**src/rtl/univ_shift_reg_pkg.sv**
```systemverilog
// Shared types and helpers for the universal shift register.
package usr_pkg;

   // Operation select. Code 3'b111 is reserved and acts like HOLD.
   typedef enum logic [2:0] {
      HOLD = 3'b000,
      SHR  = 3'b001,
      SHL  = 3'b010,
      LOAD = 3'b011,
      ROTR = 3'b100,
      ROTL = 3'b101,
      ASR  = 3'b110,
      RSVD = 3'b111
   } usr_mode_e;

   // True for the modes that move bits and therefore advance the shift counter.
   function automatic logic is_shift(input usr_mode_e mode);
      logic r_res;
      case (mode)
         SHR, SHL, ROTR, ROTL, ASR: r_res = 1'b1;
         default:                   r_res = 1'b0;
      endcase
      return r_res;
   endfunction

endpackage

```
**src/rtl/univ_shift_reg_if.sv**
```systemverilog
// Control/data bundle of the universal shift register.
interface univ_shift_reg_if
   import usr_pkg::*;
#(
   parameter int WIDTH = 8
);
   localparam int CW = $clog2(WIDTH + 1);

   logic             en;
   logic             clr;
   usr_mode_e        mode;
   logic             sin_l;
   logic             sin_r;
   logic [WIDTH-1:0] pdin;
   logic [WIDTH-1:0] q;
   logic             sout_l;
   logic             sout_r;
   logic [CW-1:0]    shift_cnt;
   logic             cnt_full;

   modport master (
      output en, clr, mode, sin_l, sin_r, pdin,
      input  q, sout_l, sout_r, shift_cnt, cnt_full
   );

   modport slave (
      input  en, clr, mode, sin_l, sin_r, pdin,
      output q, sout_l, sout_r, shift_cnt, cnt_full
   );
endinterface

```
**src/rtl/univ_shift_reg_chk.sv**
```systemverilog
// Simulation-only checks on the shift register control inputs.
module univ_shift_reg_chk
   import usr_pkg::*;
(
   input logic      clk,
   input logic      rst,
   input logic      en,
   input usr_mode_e mode
);

   // An enabled cycle must present a fully known mode.
   a_mode_known : assert property (@(posedge clk) disable iff (!rst)
      en |-> !$isunknown(mode))
      else $error("univ_shift_reg: unknown mode with en=1");

endmodule

```
**src/rtl/univ_shift_reg.sv**
```systemverilog
// Universal WIDTH-bit shift register with sync clear, enable and a
// saturating count of shifts since the last load or clear.
module univ_shift_reg
   import usr_pkg::*;
#(
   parameter int               WIDTH   = 8,
   parameter logic [WIDTH-1:0] RST_VAL = {WIDTH{1'b0}}
)(
   input logic               clk,
   input logic               rst,
   univ_shift_reg_if.slave   bus
);

   localparam int            CW      = $clog2(WIDTH + 1);
   localparam logic [CW-1:0] CNT_MAX = CW'(WIDTH);
   localparam logic [CW-1:0] CNT_ONE = {{(CW-1){1'b0}}, 1'b1};

   if (WIDTH < 2) begin : g_width_chk
      $error("univ_shift_reg: WIDTH must be >= 2");
   end

   logic [WIDTH-1:0] r_q;
   logic [CW-1:0]    r_cnt;
   logic [WIDTH-1:0] w_q_nxt;
   logic [CW-1:0]    w_cnt_nxt;

   // Next-state decode: clear beats enable, enable gates the mode table.
   always_comb begin
      w_q_nxt   = r_q;
      w_cnt_nxt = r_cnt;
      if (bus.clr) begin
         w_q_nxt   = RST_VAL;
         w_cnt_nxt = {CW{1'b0}};
      end else if (!bus.en) begin
         w_q_nxt   = r_q;
         w_cnt_nxt = r_cnt;
      end else begin
         case (bus.mode)
            SHR:     w_q_nxt = {bus.sin_l, r_q[WIDTH-1:1]};
            SHL:     w_q_nxt = {r_q[WIDTH-2:0], bus.sin_r};
            LOAD:    w_q_nxt = bus.pdin;
            ROTR:    w_q_nxt = {r_q[0], r_q[WIDTH-1:1]};
            ROTL:    w_q_nxt = {r_q[WIDTH-2:0], r_q[WIDTH-1]};
            ASR:     w_q_nxt = {r_q[WIDTH-1], r_q[WIDTH-1:1]};
            default: w_q_nxt = r_q;   // HOLD, reserved, or unknown code
         endcase
         if (is_shift(bus.mode)) begin
            // Saturate rather than wrap so cnt_full stays asserted.
            w_cnt_nxt = (r_cnt == CNT_MAX) ? r_cnt : r_cnt + CNT_ONE;
         end else if (bus.mode == LOAD) begin
            w_cnt_nxt = {CW{1'b0}};
         end else begin
            w_cnt_nxt = r_cnt;
         end
      end
   end

   // State register; asynchronous active-low reset discards everything.
   always_ff @(posedge clk or negedge rst) begin
      if (!rst) begin
         r_q   <= RST_VAL;
         r_cnt <= {CW{1'b0}};
      end else begin
         r_q   <= w_q_nxt;
         r_cnt <= w_cnt_nxt;
      end
   end

   assign bus.q         = r_q;
   assign bus.shift_cnt = r_cnt;
   assign bus.sout_l    = r_q[WIDTH-1];
   assign bus.sout_r    = r_q[0];
   assign bus.cnt_full  = (r_cnt == CNT_MAX);

   univ_shift_reg_chk u_chk (
      .clk  (clk),
      .rst  (rst),
      .en   (bus.en),
      .mode (bus.mode)
   );

endmodule

```
**src/flat_wrapper.sv**
```systemverilog
// flat-port wrapper written by rule: the top's interface ports become plain ports
module univ_shift_reg_flat import usr_pkg::*;
#(
   parameter int               WIDTH   = 8,
   parameter logic [WIDTH-1:0] RST_VAL = {WIDTH{1'b0}}
)
  (clk, rst, bus_en, bus_clr, bus_mode, bus_sin_l, bus_sin_r, bus_pdin, bus_q, bus_sout_l, bus_sout_r, bus_shift_cnt, bus_cnt_full);
  univ_shift_reg_if #(.WIDTH(WIDTH)) bus_i ();
  input logic clk;
  input logic rst;
  input wire logic [$bits(bus_i.en)-1:0] bus_en;
  input wire logic [$bits(bus_i.clr)-1:0] bus_clr;
  input wire logic [$bits(bus_i.mode)-1:0] bus_mode;
  input wire logic [$bits(bus_i.sin_l)-1:0] bus_sin_l;
  input wire logic [$bits(bus_i.sin_r)-1:0] bus_sin_r;
  input wire logic [$bits(bus_i.pdin)-1:0] bus_pdin;
  output wire logic [$bits(bus_i.q)-1:0] bus_q;
  output wire logic [$bits(bus_i.sout_l)-1:0] bus_sout_l;
  output wire logic [$bits(bus_i.sout_r)-1:0] bus_sout_r;
  output wire logic [$bits(bus_i.shift_cnt)-1:0] bus_shift_cnt;
  output wire logic [$bits(bus_i.cnt_full)-1:0] bus_cnt_full;
  assign bus_i.en = bus_en;
  assign bus_i.clr = bus_clr;
  assign bus_i.mode = bus_mode;
  assign bus_i.sin_l = bus_sin_l;
  assign bus_i.sin_r = bus_sin_r;
  assign bus_i.pdin = bus_pdin;
  assign bus_q = bus_i.q;
  assign bus_sout_l = bus_i.sout_l;
  assign bus_sout_r = bus_i.sout_r;
  assign bus_shift_cnt = bus_i.shift_cnt;
  assign bus_cnt_full = bus_i.cnt_full;
  univ_shift_reg #(.WIDTH(WIDTH), .RST_VAL(RST_VAL)) u_core (.clk(clk), .rst(rst), .bus(bus_i));
endmodule
```
**config.mk**
```make
export PLATFORM = sky130hd
export DESIGN_NAME = univ_shift_reg_flat
export DESIGN_NICKNAME = d
export VERILOG_FILES = /design/src/rtl/univ_shift_reg_pkg.sv /design/src/rtl/univ_shift_reg_if.sv /design/src/rtl/univ_shift_reg_chk.sv /design/src/rtl/univ_shift_reg.sv /design/src/flat_wrapper.sv
export SDC_FILE = /design/constraint.sdc
export NUM_CORES = 1
export LEC_CHECK = 0
export BUFFER_PORTS_ARGS = -buffer_cell sky130_fd_sc_hd__buf_4
export CAP_MARGIN = 20
export CELL_PAD_IN_SITES_DETAIL_PLACEMENT = 0
export CELL_PAD_IN_SITES_GLOBAL_PLACEMENT = 2
export CORE_UTILIZATION = 29
export DETAILED_ROUTE_END_ITERATION = 16
export PLACE_DENSITY = 0.82
export SLEW_MARGIN = 20
export SYNTH_ARGS = -nofsm -noshare
export SYNTH_HDL_FRONTEND = slang
export SYNTH_SLANG_ARGS = --single-unit
```
**constraint.sdc**
```tcl
create_clock -name clk -period 1.8 [get_ports clk]
set_input_delay 0.54 -clock clk [delete_from_list [all_inputs] [get_ports clk]]
set_output_delay 0.54 -clock clk [all_outputs]
set_load 0.1 [all_outputs]
```
==> metrics.sh <==
GRT_SETUP_UNREPAIRED='yes'
VDD_IR_DROP_MAX_uV=382
ROWS=20
CTS_ROOT_BUF='clkbuf_4'
COMB_POWER_SHARE=0.502
SYNTH-SEQ-AREA-SHARE=0.310
POST_SYNTH_FA_HA_MAJ_AREA_FRACTION=0.0259
DETAIL-ROUTE-ANTENNA-NETS=0
MAX-CLOCK-PATH-BUFFERS=2
WORST_HOLD_PATH_TYPE='in -> async'
AGGREGATE_GLOBAL_ROUTING_OVERFLOW=0
FLOPS_LATCHES_SYNTH=12
VIOLATIONS='setup timing'
SETUP_VIOLATION_TOTAL_IN_THE_FINAL_TIMING_REPORT=1
CRITICAL_PATH.N_BUFFERS_INVERTERS=2
SYNTH_COMMON_CELLS='nand2_1 (14), dfrtp_1 (12), mux2_2 (7), o31ai_1 (7)'
DETAIL_ROUTE.WIRELENGTH_UM=2940
LAYOUTNONFILLERINSTCOUNT=189
MAXCAPVIOLCOUNT=0
WORST-SLEW-PIN-TRANSITION_NS=0.275
MAPPEDNETLISTNETS=124
WORST-R2R-SETUP-SLACK_NS=0.26
GP_CONGESTION=0.757
SYNTH-COMPOUND-AREA-SHARE=0.300
POST_SYNTH_AND_OR_NAND_NOR_AREA_FRACTION=0.151
DIE_W_UM=59.8
FMAXACHIEVABLE_GHz=0.537
DR.FIRST_ITER.DRC_COUNT=49
INITIAL_CELL_DENSITY_OF_THE_CORE=0.312
CTS_BUFFERS=3
VIA_COUNT=1011
TNS_NS=-0.0638
YOSYS.AREA.TOP_TYPE='dfrtp_1'
GRT_UTIL_ALL_LAYERS=0.186
SYNTHTOPCELLSBYAREA='dfrtp_1 (31%), mux2_2 (8.2%), nand2_1 (5.4%)'
TIMING.CRITICAL_PATH.REQUIRED_NS=1.26
CTS_HTREE_LEVELS=1
HOLD_VIOL_FINAL=0
CLKSINKCOUNT=12
YS_ASYNC_SR_FRACTION=1.00
STARTPOINT_TYPE='flip-flop'
CRITICAL_PATH_ARRIVAL_NS=1.32
CELLPOWERDENSITY_nW_PER_UM2=747
SYNTH-EDFF-COUNT=0
SYN-CELL-AREA_UM2=967
FINAL_NETS=166
REGTOREGSTARTPOINT='u_core.bus.shift_cnt[0]'
PLACEMENT.SETUP.WORST_SLACK_NS=0.0373
YOSYSWARNINGCOUNT=0
CTS.REPORTEDPATHS.CLKPINSLEW_NS=0.08
WORSTREG2REGEND='u_core.bus.shift_cnt[2]'
CRIT_FANOUT=2
CLOCK_TREE_FROM_TRITONCTS='built'
POST_DRT_VIA_CELL_RATIO=5.35
CRIT_PATH_CELL_TRACE='inv_4 > ha_4 > nand2_4 > nor2_4 > buf_12'
YOSYS.AREA.TOP_TYPE_SHARE=0.310
AREA.GROWTH.SYNTH_TO_FINAL_PCT=42.9
GRT_ANTENNA_BEFORE_REPAIR=0
YS_TYPES=32
POWER_SWITCHING_uW=487
POST_ROUTE_CELLS_DRIVE_ABOVE_1_SHARE=0.476
INTERNAL-POWER_uW=546
SEQ_POWER_SHARE=0.332
PLACEMENT.CELL_AREA_UM2=1310
SKEW_NS=0.00355
DIE_Y_UM=59.8
CP_DELAY_BY_FAMILY_TOP='flip-flops'
SLEW_VIOLATIONS=0
TOTAL_POWER_mW=1.03
PATH_CLASS='reg -> out'
DETAILEDPLACEMENTHPWL_UM=2150
SYNTH_FF_TYPE='dfrtp_1'
GRT_PASS1_WL_UM=4820
PLACE.PORT_BUFFERS=31
DRTPASS1ITERATIONS=4
P_CLK_FRAC=0.166
WORST_SLEW_MARGIN=0.817
SYNTHESIS.INSTANCES=105
AVERAGE_SIZE_OF_A_MAPPED_CELL_UM2=9.21
YOSYS.CELL_COUNT.TOP_TYPE='nand2_1'
COREAREA_UM2=3100
CLOCK_LATENCY_NS=0.28
RUN_STATUS='finished, violations left'
POSTCTSHOLDBUFS=0
FINALWORSTPATHREQUIREDPERIOD_NS=1.86
FINAL.SETUP.WORST_SLACK_NS=-0.0638
SYNTHMUXAREASHARE=0.133
N_ANTENNA_CELL=0
POST-PLACE-CELLS=181
FIRST_GLOBAL_VIAS=1054
CRITPATHCAPTURETYPE='output port'
SWITCHING_SHARE=0.471
GRT_START_MAX_NET_PINS=15
FIN_AREA_UM2=1380
SYNTH_XOR_AREA_FRAC=0
MAIN_COMBINATIONAL_CELL_FAMILY_BY_AREA_AFTER_SYNTHESIS='compound AO/OA/AOI/OAI gates'
WORST_R2R_PATH_DEPTH=7
CRITICAL-PATH-SLOWEST-CELL='dfrtp_4'
DESIGN.PORTCOUNT=32
ROUTED_WIRE_LENGTH_PER_INSTANCE_UM=15.6
DESIGN.DIE.AREA_UM2=3570
CRIT_PATH_MAX_INCR_DELAY_NS=0.49
DETAIL_ROUTE.DRC_VIOLATIONS=0
LAYOUT_WORST_PATH_CYCLE_SHARE=1.04
POWER_LEAKAGE_nW=0.609
## per-layer routing
| metal | GRT usage | routed length (µm) |
|---|---|---|
| met1 | 0.221 | 1350 |
| met2 | 0.311 | 1400 |
| met3 | 0.0541 | 158 |
| met4 | 0.0764 | 33 |
| met5 | 0 | 0 |
## how the worst max path moves through the flow
| stage | cells past startpoint | from | to | slack [ns] |
|---|---|---|---|---|
| floorplan | 4 | u_core.bus.shift_cnt[1] | bus_cnt_full | -0.19 |
| global placement | 5 | bus_mode[2] | u_core.bus.shift_cnt[2] | 0.07 |
| detailed placement | 6 | bus_mode[2] | u_core.bus.q[3] | 0.04 |
| CTS | 5 | u_core.bus.shift_cnt[0] | bus_cnt_full | -0.06 |
| global route | 5 | u_core.bus.shift_cnt[0] | bus_cnt_full | -0.12 |
| finish | 5 | u_core.bus.shift_cnt[0] | bus_cnt_full | -0.06 |
## per-stage QoR
stage          hold slack (ns)  utilization
2_1_floorplan            0.244            -
3_3_place_gp             0.399        0.422
3_5_place_dp             0.400        0.422
4_1_cts                 0.0963        0.446
5_1_grt                 0.0915        0.446
6_report                0.0945        0.446
## sequential cells by signal, summed over array words and instances, names as in the netlist
register              count
u_core.bus.shift_cnt      4
u_core.bus.q              8
## final cells by class
type / count / area, µm²
Sequential cell: 12 / 313
Multi-Input combinational cell: 80 / 618
Tap cell: 44 / 55.1
Timing Repair Buffer: 45 / 350
Fill cell: 342 / 1720
Inverter: 5 / 23.8
Clock buffer: 3 / 22.5
## cells in the final DEF, fill, tap and decap left out, types with 2 or more instances in the layout
cell type	instances
a21oi_1	3
buf_4	44
clkbuf_4	3
dfrtp_1	6
dfrtp_2	4
dfrtp_4	2
inv_1	3
inv_4	2
mux2_2	7
mux2i_1	5
nand2_1	13
nand3_1	3
nor2_1	2
nor3b_1	3
o211ai_1	2
o21ai_0	6
o22a_1	6
o31ai_1	7
o32ai_1	6
## what timing repair did
| action | in CTS | in global routing |
|---|---|---|
| gates resized for setup | 3 | 0 |
| setup buffers | 5 | 0 |
| pin swaps | 3 | 0 |
| endpoints found under the hold margin | 0 | 0 |
| endpoints found under the setup margin | 1 | 1 |
## power groups by stage
stage	Clock [mW]	Sequential (mW)	Combinational (mW)
floorplan	0	0.531	0.189
global placement	0	0.351	0.496
detailed placement	0	0.353	0.499
CTS	0.181	0.343	0.519
global route	0.193	0.348	0.550
finish	0.172	0.343	0.518
## worst register-to-register path, delay by kind of cell, from the launching register on
kind | cells | cell delay, ns
buffers and inverters | 2 | 0.20
AND/OR/NAND/NOR | 1 | 0.05
adder cells (fa/ha/maj) | 1 | 0.14
flip-flops | 1 | 0.49
AO/OA/AOI/OAI | 3 | 0.60
## kinds of logic (layout without fill, tap and decap cells)
| kind of cell | after synthesis | count (layout) |
|---|---|---|
| adder cells (fa/ha/maj) | 2 | 2 |
| AO/OA/AOI/OAI | 37 | 37 |
| buffers and inverters | 13 | 53 |
| multiplexers | 12 | 12 |
| flip-flops | 12 | 12 |
| AND/OR/NAND/NOR | 29 | 29 |
Power figures use the tool's default switching activity.
